## src/rtl/iir_dac_tx.sv

```systemverilog
// iir_dac_tx: sample FIFO plus 16-bit {CMD,data} serial frame transmitter for the DAC.
// Define IIR_DAC_OFFSET_BIN_EN to send the data field as offset binary.
module iir_dac_tx #(
   parameter int CLK_DIV = 4,
   parameter int FIFO_DEPTH = 4,
   parameter logic [3:0] CMD = 4'b0011
) (
   input  logic        clk,
   input  logic        rst,
   input  logic [11:0] din,
   input  logic        din_valid,
   output logic        din_ready,
   output logic        sclk,
   output logic        sync_n,
   output logic        sdo,
   output logic        busy,
   output logic        overflow
);
   localparam int AW = $clog2(FIFO_DEPTH);
   localparam int CW = AW + 1;
   localparam int DW = $clog2(2 * CLK_DIV);
   typedef enum logic [1:0] {IDLE, SHIFT, GAP} state_t;
   state_t state;
   logic [11:0] mem [FIFO_DEPTH];
   logic [AW-1:0] wp, rp;
   logic [CW-1:0] count;
   logic [15:0] sh;
   logic [DW-1:0] div;
   logic [3:0] bitn;
   logic push, pop, last;
   logic [11:0] head;
   assign din_ready = count != CW'(FIFO_DEPTH);
   assign push = din_valid && din_ready;
   assign last = div == DW'(2 * CLK_DIV - 1);
   assign pop = count != '0 && (state == IDLE || (state == GAP && last));
   assign busy = state != IDLE || count != '0;
`ifdef IIR_DAC_OFFSET_BIN_EN
   assign head = {~mem[rp][11], mem[rp][10:0]};
`else
   assign head = mem[rp];
`endif
   always_ff @(posedge clk)
      if (push) mem[wp] <= din;
   always_ff @(posedge clk) begin
      if (rst) begin
         wp <= '0;
         rp <= '0;
         count <= '0;
         overflow <= 1'b0;
      end else begin
         if (push) wp <= wp + 1'b1;
         if (pop) rp <= rp + 1'b1;
         count <= count + CW'(push) - CW'(pop);
         if (din_valid && !din_ready) overflow <= 1'b1;
      end
   end
   // div counts the 2*CLK_DIV cycles of one sclk period, and the inter-frame gap
   always_ff @(posedge clk) begin
      if (rst) begin
         state <= IDLE;
         sclk <= 1'b0;
         sync_n <= 1'b1;
         sdo <= 1'b0;
         sh <= '0;
         div <= '0;
         bitn <= '0;
      end else if (pop) begin
         state <= SHIFT;
         sh <= {CMD, head};
         sdo <= CMD[3];
         sync_n <= 1'b0;
         sclk <= 1'b0;
         div <= '0;
         bitn <= '0;
      end else if (state == SHIFT) begin
         if (div == DW'(CLK_DIV - 1)) begin
            sclk <= 1'b1;
            div <= div + 1'b1;
         end else if (last) begin
            div <= '0;
            sclk <= 1'b0;
            if (bitn == 4'd15) begin
               state <= GAP;
               sync_n <= 1'b1;
               sdo <= 1'b0;
            end else begin
               bitn <= bitn + 1'b1;
               sh <= sh << 1;
               sdo <= sh[14];
            end
         end else begin
            div <= div + 1'b1;
         end
      end else if (state == GAP) begin
         div <= last ? '0 : div + 1'b1;
         if (last) state <= IDLE;
      end
   end
endmodule

```

## config.mk

```make
export PLATFORM = sky130hd
export DESIGN_NAME = iir_dac_tx
export DESIGN_NICKNAME = d
export VERILOG_FILES = /design/src/rtl/iir_dac_tx.sv
export SDC_FILE = /design/constraint.sdc
export NUM_CORES = 1
export LEC_CHECK = 0
export BUFFER_PORTS_ARGS = -buffer_cell sky130_fd_sc_hd__buf_2
export CORE_MARGIN = 3
export CORE_UTILIZATION = 30
export DETAILED_ROUTE_END_ITERATION = 12
export SLEW_MARGIN = 15
export SYNTH_ARGS = -nofsm -noshare
export SYNTH_HDL_FRONTEND = slang
export SYNTH_SLANG_ARGS = --single-unit
```

## constraint.sdc

```tcl
create_clock -name clk -period 2.9 [get_ports clk]
set_input_delay 0 -clock clk [delete_from_list [all_inputs] [get_ports clk]]
set_output_delay 0 -clock clk [all_outputs]
set_load 0.02 [all_outputs]
```

==> flow_summary_export.csv <==
group,metric,value,unit
power,internal-power,2.55,mW
outcome,outcome,"complete, no violations",
routing,met1_length,3300,µm
die,fp.dieH,116,µm
power,power_switching,1.15,mW
yosys,ys_ff_latch,85,
placed_design,gp_congestion,0.758,
power,ir_drop,0.000375,V
die,die-area,0.0135,mm²
yosys,synthesis.nets,300,
placed_design,port-buffer-count,20,
critical_path,crit_fanout,9,
layout,drive_above_1_share,0.221,
sta,slew_headroom,0.485,
grt,grt_pass1_wl,11300,µm
yosys,synth_ff_type,"edfxtp_1",
layout,nFillCells,1093,
critical_path,cp-start-kind,"flop",
layout,final_common_cell,"edfxtp_1",
clock_tree,cts_num_sinks,85,
routing,dr.pass1.iters,4,
power,p_leak,1.43,nW
grt,grt_pass1_vias,2194,
clock_tree,clockBufferDepth,2,
clock_tree,cts_setup_buffers,0,
yosys,ys_top_cells_by_area,"edfxtp_1 (39%), dfxtp_1 (20%), mux4_2 (7.4%)",
placed_design,dp_hpwl,4230,µm
layout,area_delta_synth_final,16.1,%
yosys,syn_inst,272,
grt,antenna_found_initial,0,
routing,drt-initial-drc-count,152,
critical_path,path_cells,"ha_1 -> ha_1 -> a21o_1 -> nand2_2 -> xnor2_1 -> ha_1 -> fa_1 -> xnor2_1 -> xnor2_1 -> nor2_1",
layout,final_core_util,0.364,
routing,drc,0,
power,swShare,0.312,
sta,drv_slew,0,
routing,avgViaCountPerCell,4.98,
sta,hold_viol_final,0,
critical_path,cp.arrival,2.61,ns
clock_tree,cts_tree,"done",
grt,gr-usage-all-layers,0.106,
layout,multi_input_comb_area,0.00130,mm²
clock_tree,clkTransAtPathRegs,0.06,ns
routing,wl_met3,261,µm
critical_path,critPathSlowestCell,"fa_1",
layout,seqCellArea,0.00218,mm²
routing,routed_wl,6690,µm
routing,wl_met2,3080,µm
yosys,synth_area_per_cell,13.4,µm²
yosys,synth_edf_count,48,
power,pwr-share-seq,0.440,
yosys,yosysUniqueCellTypes,46,
sta,worst_pin_slew,0.770,ns
yosys,synth_top_area_share,0.395,
die,fp-row-count,39,
die,die_w,116,µm
routing,vias,2246,
yosys,async_flop_share,0,
grt,grt_max_degree,28,
critical_path,cpPeakStageDelay,0.38,ns
sta,timing.final.crit_share,0.832,
yosys,ys_seq_area_frac,0.597,
sta,min_period,2.41,ns
routing,wire_per_inst,14.8,µm
sta,tns,0,ns
yosys,yosys.area.top_type,"edfxtp_1",
routing,final_antenna_net_count,0,
power,power.share.clock,0.282,
critical_path,endpoint_kind,"flop",
sta,skew,0.00681,ns
clock_tree,cts_buffers,9,
die,core-area,0.0117,mm²
clock_tree,clk_latency,0.33,ns
critical_path,worstSetupPathType,"reg -> reg",
clock_tree,cts_root_buf,"clkbuf_16",
clock_tree,hold_buffers,13,
yosys,syn_area,0.00365,mm²
die,ios,21,
routing,highest_layer,"met4",
grt,overflow,0,
layout,final_cell_mix,"edfxtp_1 (48), dfxtp_1 (37), nand3_1 (22)",
clock_tree,cts_htree_levels,3,
critical_path,required,3.10,ns
layout,n_antenna_cell,0,
job,maxCapViolCount,0,
clock_tree,ctsResizeCount,0,
power,p_per_area,873,mW/mm²
sta,fmax,0.415,GHz
die,start_util,0.313,
sta,rsz0062_at_grt,"no",
hold_path,min_path_type,"in -> reg",
power,p_comb_frac,0.277,
yosys,yosys_warnings,0,
sta,setup_viol,0,
layout,nNetsFinal,332,
-- worst max-delay path, delay by kind of cell, from the launching register on --
| kind | cells | cell delay, ns |
|---|---|---|
| simple gates | 2 | 0.14 |
| fa+ha+maj | 4 | 1.12 |
| xor+xnor | 3 | 0.45 |
| flops | 1 | 0.35 |
| compound gates | 1 | 0.24 |
-- cells by family after synthesis --
logic type | synth area share
AO/OA/AOI/OAI | 0.111
multiplexers | 0.0740
flip-flops | 0.597
AND/OR/NAND/NOR | 0.116
XOR/XNOR | 0.00720
buffers and inverters | 0.0473
adder cells (fa/ha/maj) | 0.0466
-- stage by stage --
step,instances,power (mW),cell area [µm²],hold slack (ns),setup WS [ns]
floorplan,272,2.47,3650,0.0989,0.496
global placement,423,2.64,3840,0.211,0.585
detailed placement,423,2.68,3840,0.222,0.485
CTS,451,3.74,4240,0.119,0.475
global route,451,3.91,4240,0.155,0.333
finish,451,3.70,4240,0.111,0.488
-- power by group through the flow --
stage | clock [mW] | combinational [mW] | sequential, mW
2_1_floorplan | 0 | 0.855 | 1.62
3_3_place_gp | 0 | 1.01 | 1.64
3_5_place_dp | 0 | 1.03 | 1.65
4_1_cts | 1.07 | 1.04 | 1.63
5_1_grt | 1.12 | 1.15 | 1.65
6_report | 1.04 | 1.03 | 1.63
-- metal layers --
layer  vias to the layer above  track usage
met5                         -            0
met4                         0       0.0278
met3                         4       0.0316
met2                        46        0.164
met1                      1092        0.148
li1                       1104            -
-- cell usage after synthesis, types with 2 or more instances --
master    count
dfxtp_1      37
buf_4         2
o21ai_0      16
buf_6         3
ha_1         12
nor3_1        4
o21ai_1       3
clkbuf_1      4
nand3b_1      2
a21o_1        3
xnor2_1       3
inv_1        10
mux4_2       12
and3_1        4
a311oi_1     11
o31ai_1       4
nand3_1      22
bufbuf_8      2
a21oi_1      17
edfxtp_1     48
nand2_1       4
or3_1         3
nor2b_1       4
nor3_2        7
buf_2         6
a31oi_1       2
or4_1         2
nor2_1        7
-- state kept, by name (all words and copies together), names as in the netlist, named ones only --
signal,count
div,3
overflow,1
rp,2
mem,48
wp,2
bitn,4
sclk,1
sh,15
count,3
sync_n,1
sdo,1
state,2
-- layout make-up --
| cell class | instances | area share |
|---|---|---|
| repair buffers | 38 | 0.0631 |
| multi-input cells | 159 | 0.306 |
| well taps | 143 | 0.0422 |
| clock inverters | 6 | 0.0115 |
| clock buffers | 9 | 0.0531 |
| flip-flops and latches | 85 | 0.514 |
| inverters | 11 | 0.00973 |
-- final timing paths --
kind | slack (ns) | to | cells after the start | startpoint
worst max-delay path | 0.49 | count[2]$_SDFF_PP0_ | 10 | div[0]$_SDFFE_PP0N_
worst min-delay path | 0.11 | overflow$_SDFFE_PP0P_ | 2 | rst
worst max register to register | 0.49 | count[2]$_SDFF_PP0_ | 10 | div[0]$_SDFFE_PP0N_
worst min register to register | 0.46 | sdo$_SDFFE_PP0P_ | 2 | sdo$_SDFFE_PP0P_
No activity file was read; power rests on OpenSTA's default activity.
